==> src/rtl/gecko_supervisor_arbiter.sv <==
// gecko_supervisor_arbiter
//   Two-port round-robin arbiter in front of the gecko_micro supervisor memory
//   port. One request is forwarded per handshake. Reads record their requester
//   index in a tag FIFO so that in-order read responses are steered back to the
//   requester that issued them.
//
// Ports (std_mem_intf bundles flattened as <port>_<field>):
//   clk, rst                 clock, async active-low reset
//   req0_*, req1_*           requester inputs  (valid/ready/read_write/addr/data)
//   resp0_*, resp1_*         read responses    (valid/ready/data)
//   mem_request_*            shared request port towards the supervisor
//   mem_response_*           shared response port from the supervisor
//   outstanding              reads issued but not yet answered (registered)
//   unexpected_response      sticky: response seen while no read was pending
//   grant_count0/1           accepted-request counters
//
// Build option: GECKO_SUPERVISOR_ARBITER_COUNTERS_EN builds the grant counters;
// without it grant_count0/1 are tied to zero.
module gecko_supervisor_arbiter #(
  parameter int DATA_WIDTH      = 32,
  parameter int ADDR_WIDTH      = 32,
  parameter int MAX_OUTSTANDING = 4
) (
  input  logic                                 clk,
  input  logic                                 rst,
  input  logic                                 req0_valid,
  output logic                                 req0_ready,
  input  logic                                 req0_read_write,
  input  logic [ADDR_WIDTH-1:0]                req0_addr,
  input  logic [DATA_WIDTH-1:0]                req0_data,
  input  logic                                 req1_valid,
  output logic                                 req1_ready,
  input  logic                                 req1_read_write,
  input  logic [ADDR_WIDTH-1:0]                req1_addr,
  input  logic [DATA_WIDTH-1:0]                req1_data,
  output logic                                 resp0_valid,
  input  logic                                 resp0_ready,
  output logic [DATA_WIDTH-1:0]                resp0_data,
  output logic                                 resp1_valid,
  input  logic                                 resp1_ready,
  output logic [DATA_WIDTH-1:0]                resp1_data,
  output logic                                 mem_request_valid,
  input  logic                                 mem_request_ready,
  output logic                                 mem_request_read_write,
  output logic [ADDR_WIDTH-1:0]                mem_request_addr,
  output logic [DATA_WIDTH-1:0]                mem_request_data,
  input  logic                                 mem_response_valid,
  output logic                                 mem_response_ready,
  input  logic [DATA_WIDTH-1:0]                mem_response_data,
  output logic [$clog2(MAX_OUTSTANDING+1)-1:0] outstanding,
  output logic                                 unexpected_response,
  output logic [31:0]                          grant_count0,
  output logic [31:0]                          grant_count1
);

  localparam int PW = $clog2(MAX_OUTSTANDING) + 1;
  localparam int OW = $clog2(MAX_OUTSTANDING + 1);

  // Requesters gathered into arrays so the mux is indexed by sel.
  logic [1:0]                 rq_valid, rq_rw;
  logic [1:0][ADDR_WIDTH-1:0] rq_addr;
  logic [1:0][DATA_WIDTH-1:0] rq_data;

  assign rq_valid = {req1_valid, req0_valid};
  assign rq_rw    = {req1_read_write, req0_read_write};
  assign rq_addr  = {req1_addr, req0_addr};
  assign rq_data  = {req1_data, req0_data};

  logic prio_q, prio_d, locked_q, locked_d, lock_idx_q, lock_idx_d, unexp_q, unexp_d;
  logic [PW-1:0]              wptr_q, wptr_d, rptr_q, rptr_d;
  logic [MAX_OUTSTANDING-1:0] tag_q, tag_d;
  logic [OW-1:0]              cnt_q, cnt_d;

  logic sel, sel_valid, sel_rw, full, empty, block, grant, hs, push, pop, head;

  // Request selection: a held lock wins, then a lone requester, then prio.
  always_comb begin
    if (locked_q)        sel = lock_idx_q;
    else if (&rq_valid)  sel = prio_q;
    else                 sel = rq_valid[1];
  end

  assign sel_valid = rq_valid[sel];
  assign sel_rw    = rq_rw[sel];

  // Pointers carry one extra wrap bit: equal low bits with differing MSB = full.
  assign empty = (wptr_q == rptr_q);
  assign full  = (wptr_q[PW-1] != rptr_q[PW-1]) &&
                 (wptr_q[PW-2:0] == rptr_q[PW-2:0]);
  assign head  = tag_q[rptr_q[PW-2:0]];

  // Block uses the registered full flag only; a same-cycle pop does not free
  // the slot, which keeps the response path out of the request path.
  assign block = ~sel_rw & full;
  assign grant = mem_request_ready & ~block;
  assign hs    = sel_valid & grant;
  assign push  = hs & ~sel_rw;

  assign mem_request_valid      = sel_valid & ~block;
  assign mem_request_read_write = sel_rw;
  assign mem_request_addr       = rq_addr[sel];
  assign mem_request_data       = rq_data[sel];
  assign req0_ready             = grant & ~sel;
  assign req1_ready             = grant & sel;

  // Response routing. With nothing pending the response is swallowed.
  assign resp0_valid        = ~empty & ~head & mem_response_valid;
  assign resp1_valid        = ~empty &  head & mem_response_valid;
  assign resp0_data         = mem_response_data;
  assign resp1_data         = mem_response_data;
  assign mem_response_ready = empty | (head ? resp1_ready : resp0_ready);
  assign pop                = ~empty & mem_response_valid & mem_response_ready;

  always_comb begin
    prio_d     = prio_q;
    locked_d   = locked_q;
    lock_idx_d = lock_idx_q;
    wptr_d     = wptr_q;
    rptr_d     = rptr_q;
    tag_d      = tag_q;
    cnt_d      = cnt_q;
    unexp_d    = unexp_q | (empty & mem_response_valid);

    if (hs) begin
      locked_d = 1'b0;
      prio_d   = ~sel;
    end else if (sel_valid) begin
      // Hold the presented request until it is accepted.
      locked_d   = 1'b1;
      lock_idx_d = sel;
    end else begin
      locked_d = 1'b0;
    end

    if (push) begin
      tag_d[wptr_q[PW-2:0]] = sel;
      wptr_d                = wptr_q + PW'(1);
    end
    if (pop) rptr_d = rptr_q + PW'(1);

    unique case ({push, pop})
      2'b10:   cnt_d = cnt_q + OW'(1);
      2'b01:   cnt_d = cnt_q - OW'(1);
      default: cnt_d = cnt_q;
    endcase
  end

  always_ff @(posedge clk or negedge rst) begin
    if (!rst) begin
      prio_q     <= 1'b0;
      locked_q   <= 1'b0;
      lock_idx_q <= 1'b0;
      wptr_q     <= '0;
      rptr_q     <= '0;
      tag_q      <= '0;
      cnt_q      <= '0;
      unexp_q    <= 1'b0;
    end else begin
      prio_q     <= prio_d;
      locked_q   <= locked_d;
      lock_idx_q <= lock_idx_d;
      wptr_q     <= wptr_d;
      rptr_q     <= rptr_d;
      tag_q      <= tag_d;
      cnt_q      <= cnt_d;
      unexp_q    <= unexp_d;
    end
  end

  assign outstanding         = cnt_q;
  assign unexpected_response = unexp_q;

`ifdef GECKO_SUPERVISOR_ARBITER_COUNTERS_EN
  logic [31:0] gc0_q, gc1_q;

  always_ff @(posedge clk or negedge rst) begin
    if (!rst) begin
      gc0_q <= '0;
      gc1_q <= '0;
    end else begin
      if (hs & ~sel) gc0_q <= gc0_q + 32'd1;
      if (hs &  sel) gc1_q <= gc1_q + 32'd1;
    end
  end

  assign grant_count0 = gc0_q;
  assign grant_count1 = gc1_q;
`else
  assign grant_count0 = '0;
  assign grant_count1 = '0;
`endif

endmodule
==> config.mk <==
export PLATFORM = sky130hd
export DESIGN_NAME = gecko_supervisor_arbiter
export DESIGN_NICKNAME = d
export VERILOG_FILES = /design/src/rtl/gecko_supervisor_arbiter.sv
export SDC_FILE = /design/constraint.sdc
export NUM_CORES = 1
export LEC_CHECK = 0
export CAP_MARGIN = 20
export CORE_AREA = 2 2 145 147
export CTS_CLUSTER_SIZE = 10
export DETAILED_ROUTE_END_ITERATION = 12
export DIE_AREA = 0 0 147 149
export DONT_BUFFER_PORTS = 1
export PLACE_DENSITY_LB_ADDON = 0.15
export SLEW_MARGIN = 25
export SYNTH_ARGS = -nofsm -noshare
export SYNTH_HDL_FRONTEND = slang
export SYNTH_SLANG_ARGS = --single-unit
==> constraint.sdc <==
create_clock -name clk -period 5.52 [get_ports clk]
set_input_delay 0 -clock clk [delete_from_list [all_inputs] [get_ports clk]]
set_output_delay 0 -clock clk [all_outputs]
set_load 0.1 [all_outputs]
==> report_table.html <==
<table>
<tr><th>Metric</th><th>Value</th></tr>
<tr><th colspan="2">Global routing</th></tr>
<tr><td>Vias in the first global route</td><td>about 1,600</td></tr>
<tr><td>GRT Overall Usage</td><td>5.72%</td></tr>
<tr><td>Maximum number of pins on one net before global-route repair</td><td>66</td></tr>
<tr><td>Aggregate global routing overflow</td><td>0</td></tr>
<tr><td>Initial antenna violation count</td><td>0</td></tr>
<tr><td>Global-route wire length before repair</td><td>between 9000 and 10,000 um</td></tr>
<tr><th colspan="2">STA</th></tr>
<tr><td>Worst Max-Slew Pin Slew</td><td>1.09 ns</td></tr>
<tr><td>Maximum achievable frequency</td><td>between 300 and 400 MHz</td></tr>
<tr><td>Final max-slew violation count</td><td>0</td></tr>
<tr><td>Post-route worst setup slack</td><td>around 2.7 ns</td></tr>
<tr><td>Minimum period implied by the final worst setup slack</td><td>2.80 ns</td></tr>
<tr><td>Worst setup skew after layout</td><td>between 0.005 and 0.006 ns</td></tr>
<tr><td>Ratio of final minimum period to clock period</td><td>between 50% and 60%</td></tr>
<tr><td>Count of final hold-check violations</td><td>0</td></tr>
<tr><td>Count of final setup violators</td><td>0</td></tr>
<tr><td>Final TNS setup</td><td>0 ns</td></tr>
<tr><td>Tightest slew margin relative to the limit</td><td>around 27%</td></tr>
<tr><td>RSZ-0062 raised after global routing</td><td>false</td></tr>
<tr><th colspan="2">CTS</th></tr>
<tr><td>Clock tree root buffer cell</td><td>clkbuf_16</td></tr>
<tr><td>TritonCTS Buffers</td><td>3</td></tr>
<tr><td>CTS max path bufs</td><td>2</td></tr>
<tr><td>Clock latency of the later-clocked register in the worst-skew pair</td><td>around 0.25 ns</td></tr>
<tr><td>TritonCTS clock tree</td><td>done</td></tr>
<tr><td>Clock sinks</td><td>17</td></tr>
<tr><td>Number of levels in the clock H-tree</td><td>1</td></tr>
<tr><td>Clock slew seen by the registers of the worst setup and hold paths</td><td>around 0.050 ns</td></tr>
<tr><td>Setup Fix Bufs, Post-CTS</td><td>0</td></tr>
<tr><th colspan="2">Placement</th></tr>
<tr><td>Setup Slack @ Placement</td><td>2.68 ns</td></tr>
<tr><td>Quantity of I/O buffers inserted on ports</td><td>0</td></tr>
<tr><td>Detail Placement HPWL</td><td>~6400 um</td></tr>
<tr><td>Total placed instance area</td><td>2370 sq um</td></tr>
<tr><td>Gp weighted congestion</td><td>between 0.6 and 0.7</td></tr>
<tr><th colspan="2">Synth</th></tr>
<tr><td>Count of mapped cells out of synthesis</td><td>between 400 and 500</td></tr>
<tr><td>Mean Syn Cell Area</td><td>6.53 sq um</td></tr>
<tr><td>Sequential element share of the synthesized area</td><td>about 15%</td></tr>
<tr><td>Number of synthesized register bits</td><td>17</td></tr>
<tr><td>Number of library cell types mapped by synthesis</td><td>39</td></tr>
<tr><td>Yosys Warn Count</td><td>0</td></tr>
<tr><td>Synthesized cell area</td><td>between 2000 and 3000 sq um</td></tr>
<tr><th colspan="2">Setup path</th></tr>
<tr><td>Family with the most delay on the worst path</td><td>compound AO/OA/AOI/OAI gates</td></tr>
<tr><td>Cell breakdown of the critical path</td><td>nor2b_4, o21a_2, buf_4, o211a_1, a22oi_1, nand2_1</td></tr>
<tr><td>Bufs and invs on worst path</td><td>1</td></tr>
<tr><td>Max stage delay cell, worst path</td><td>o211a_1</td></tr>
<tr><td>Arrival time at the worst endpoint</td><td>2.99 ns</td></tr>
<tr><td>Largest fanout of any net on the critical path</td><td>between 40 and 50</td></tr>
<tr><td>Largest incremental delay on the critical path</td><td>~0.84 ns</td></tr>
<tr><td>Startpoint types</td><td>register</td></tr>
<tr><td>Start-to-end type of the worst setup path</td><td>reg2reg</td></tr>
<tr><td>Required time reported for the critical path endpoint</td><td>approximately 5.7 ns</td></tr>
<tr><td>Worst setup EP type</td><td>register</td></tr>
<tr><th colspan="2">Finish</th></tr>
<tr><td>Non-Filler Cell Area, Final</td><td>between 2000 and 2500 sq um</td></tr>
<tr><td>Filler cells</td><td>between 2,000 and 2,500</td></tr>
<tr><td>Number of nets in the final layout</td><td>about 530</td></tr>
<tr><td>Count of antenna diodes in the layout</td><td>0</td></tr>
<tr><td>Post-layout utilization of the core</td><td>between 10 and 15%</td></tr>
<tr><td>Commonest cells after routing, fill and taps aside</td><td>nand2_1 (199), conb_1 (64), dfrtp_1 (17)</td></tr>
<tr><td>Fraction of layout cells with a size suffix above 1</td><td>5.92%</td></tr>
<tr><td>Commonest non-fill, non-tap cell in the layout</td><td>nand2_1</td></tr>
<tr><td>Synth-to-Final Area Change</td><td>-11.1%</td></tr>
<tr><th colspan="2">Route</th></tr>
<tr><td>Average wire per cell in the routed design</td><td>12.2 um</td></tr>
<tr><td>Vias after detailed routing</td><td>2,095</td></tr>
<tr><td>Number of nets with antenna violations after routing</td><td>0</td></tr>
<tr><td>Aggregate routed wire length</td><td>around 7700 um</td></tr>
<tr><td>Number of vias per cell</td><td>3.33</td></tr>
<tr><td>Initial DRT Pass Iterations</td><td>4</td></tr>
<tr><td>Violation count after the first detailed-routing iteration</td><td>73</td></tr>
<tr><td>DRC violation count after routing</td><td>0</td></tr>
<tr><th colspan="2">Floorplan</th></tr>
<tr><td>Initial Utilization</td><td>13.6%</td></tr>
<tr><td>Die Area</td><td>around 22,000 sq um</td></tr>
<tr><td>Number of cell rows</td><td>53</td></tr>
<tr><td>Core region area</td><td>a little over 20,000 sq um</td></tr>
<tr><td>Num ports</td><td>around 370</td></tr>
<tr><td>Width of the chip</td><td>around 150 um</td></tr>
<tr><td>Y dimension of the die</td><td>between 100 and 150 um</td></tr>
<tr><th colspan="2">Run status</th></tr>
<tr><td>Status</td><td>finished clean</td></tr>
<tr><th colspan="2">Flow run</th></tr>
<tr><td>Maximum Capacitance Violations</td><td>0</td></tr>
<tr><th colspan="2">Hold path</th></tr>
<tr><td>Type of the worst min-delay path</td><td>in2out</td></tr>
</table>
## path summary, 6_finish.rpt
kind	startpoint	slack [ns]	end	cells past startpoint
worst max-delay path	prio_q	2.72	prio_q	6
worst min-delay path	mem_response_data[1]	0.00005	resp0_data[1]	0
worst max register to register	prio_q	2.72	prio_q	6
worst min register to register	wptr_q[2]	0.54	wptr_q[2]	1
max in group asynchronous	rst	4.64	lock_idx_q	1
min in group asynchronous	rst	0.32	outstanding[1]	1
## flip-flops by register name (all words and copies together) (netlist names)
register / flops
tag_q: 4
outstanding: 3
rptr_q: 3
wptr_q: 3
lock_idx_q: 1
locked_q: 1
prio_q: 1
unexpected_response: 1
## logic make-up after synthesis
| family | after synthesis | share of synthesized area, % |
|---|---|---|
| flip-flops | 17 | 15.3 |
| other | 1 | 0.135 |
| AND/OR/NAND/NOR | 213 | 30.1 |
| buffers and inverters | 151 | 38.0 |
| multiplexers | 6 | 3.01 |
| adder cells (fa/ha/maj) | 7 | 3.41 |
| AO/OA/AOI/OAI | 21 | 6.69 |
| XOR/XNOR | 11 | 3.46 |
## metrics by stage
stage / hold WS [ns] / cells
5_1_grt: 0.000177 / 630
4_1_cts: 0.000996 / 630
3_3_place_gp: -0.295 / 623
2_1_floorplan: -0.296 / 490
3_5_place_dp: -0.295 / 623
6_report: 0.0000488 / 630
## metal layers
layer,vias to the layer above,part of all wire (%),track usage [%]
li1,970,-,-
met1,938,34,6.22
met2,177,51,10.4
met3,10,13,2.54
met4,0,1.4,1.15
met5,-,0,0
## area by class of cell
cell class / count / area, sq um / area share, %
tap: 275 / 344 / 13.9
sequential: 17 / 425 / 17.2
clock buffer: 4 / 78.8 / 3.18
inverter: 7 / 26.3 / 1.06
multi-input combinational: 322 / 1560 / 62.9
timing repair buffer: 5 / 45.0 / 1.82
## Yosys cell counts, drive strengths merged
master	count	share of area, %
nor2b	1	0.49
nand2	200	27
fa	1	0.72
xor2	6	1.9
or3	1	0.22
a21o	2	0.54
o21ai	3	0.67
a2111oi	1	0.99
clkbuf	7	0.94
o21a	1	0.27
o2bb2ai	1	0.31
conb	1	0.13
nor2	7	1.0
o31ai	2	1.0
mux2	3	1.5
mux4	1	0.81
inv	7	0.94
buf	137	36
ha	6	2.7
o2111ai	1	0.31
xnor2	5	1.6
nand2b	1	0.49
dfrtp	17	15
o211a	3	1.1
a21oi	3	0.54
and2b	1	0.36
a31oi	3	0.67
mux2i	2	0.72
a22oi	1	0.27
nor3	1	0.18
or2b	1	0.27
## what timing repair did
item | CTS | global route
hold buffers | 3 | 0
resized for setup | 0 | 0
hold endpoints to repair | 19 | 0
Power is left out: the tool's default activity adds up to more than one toggle a clock period on the data nets, which glitch-free logic cannot reach.
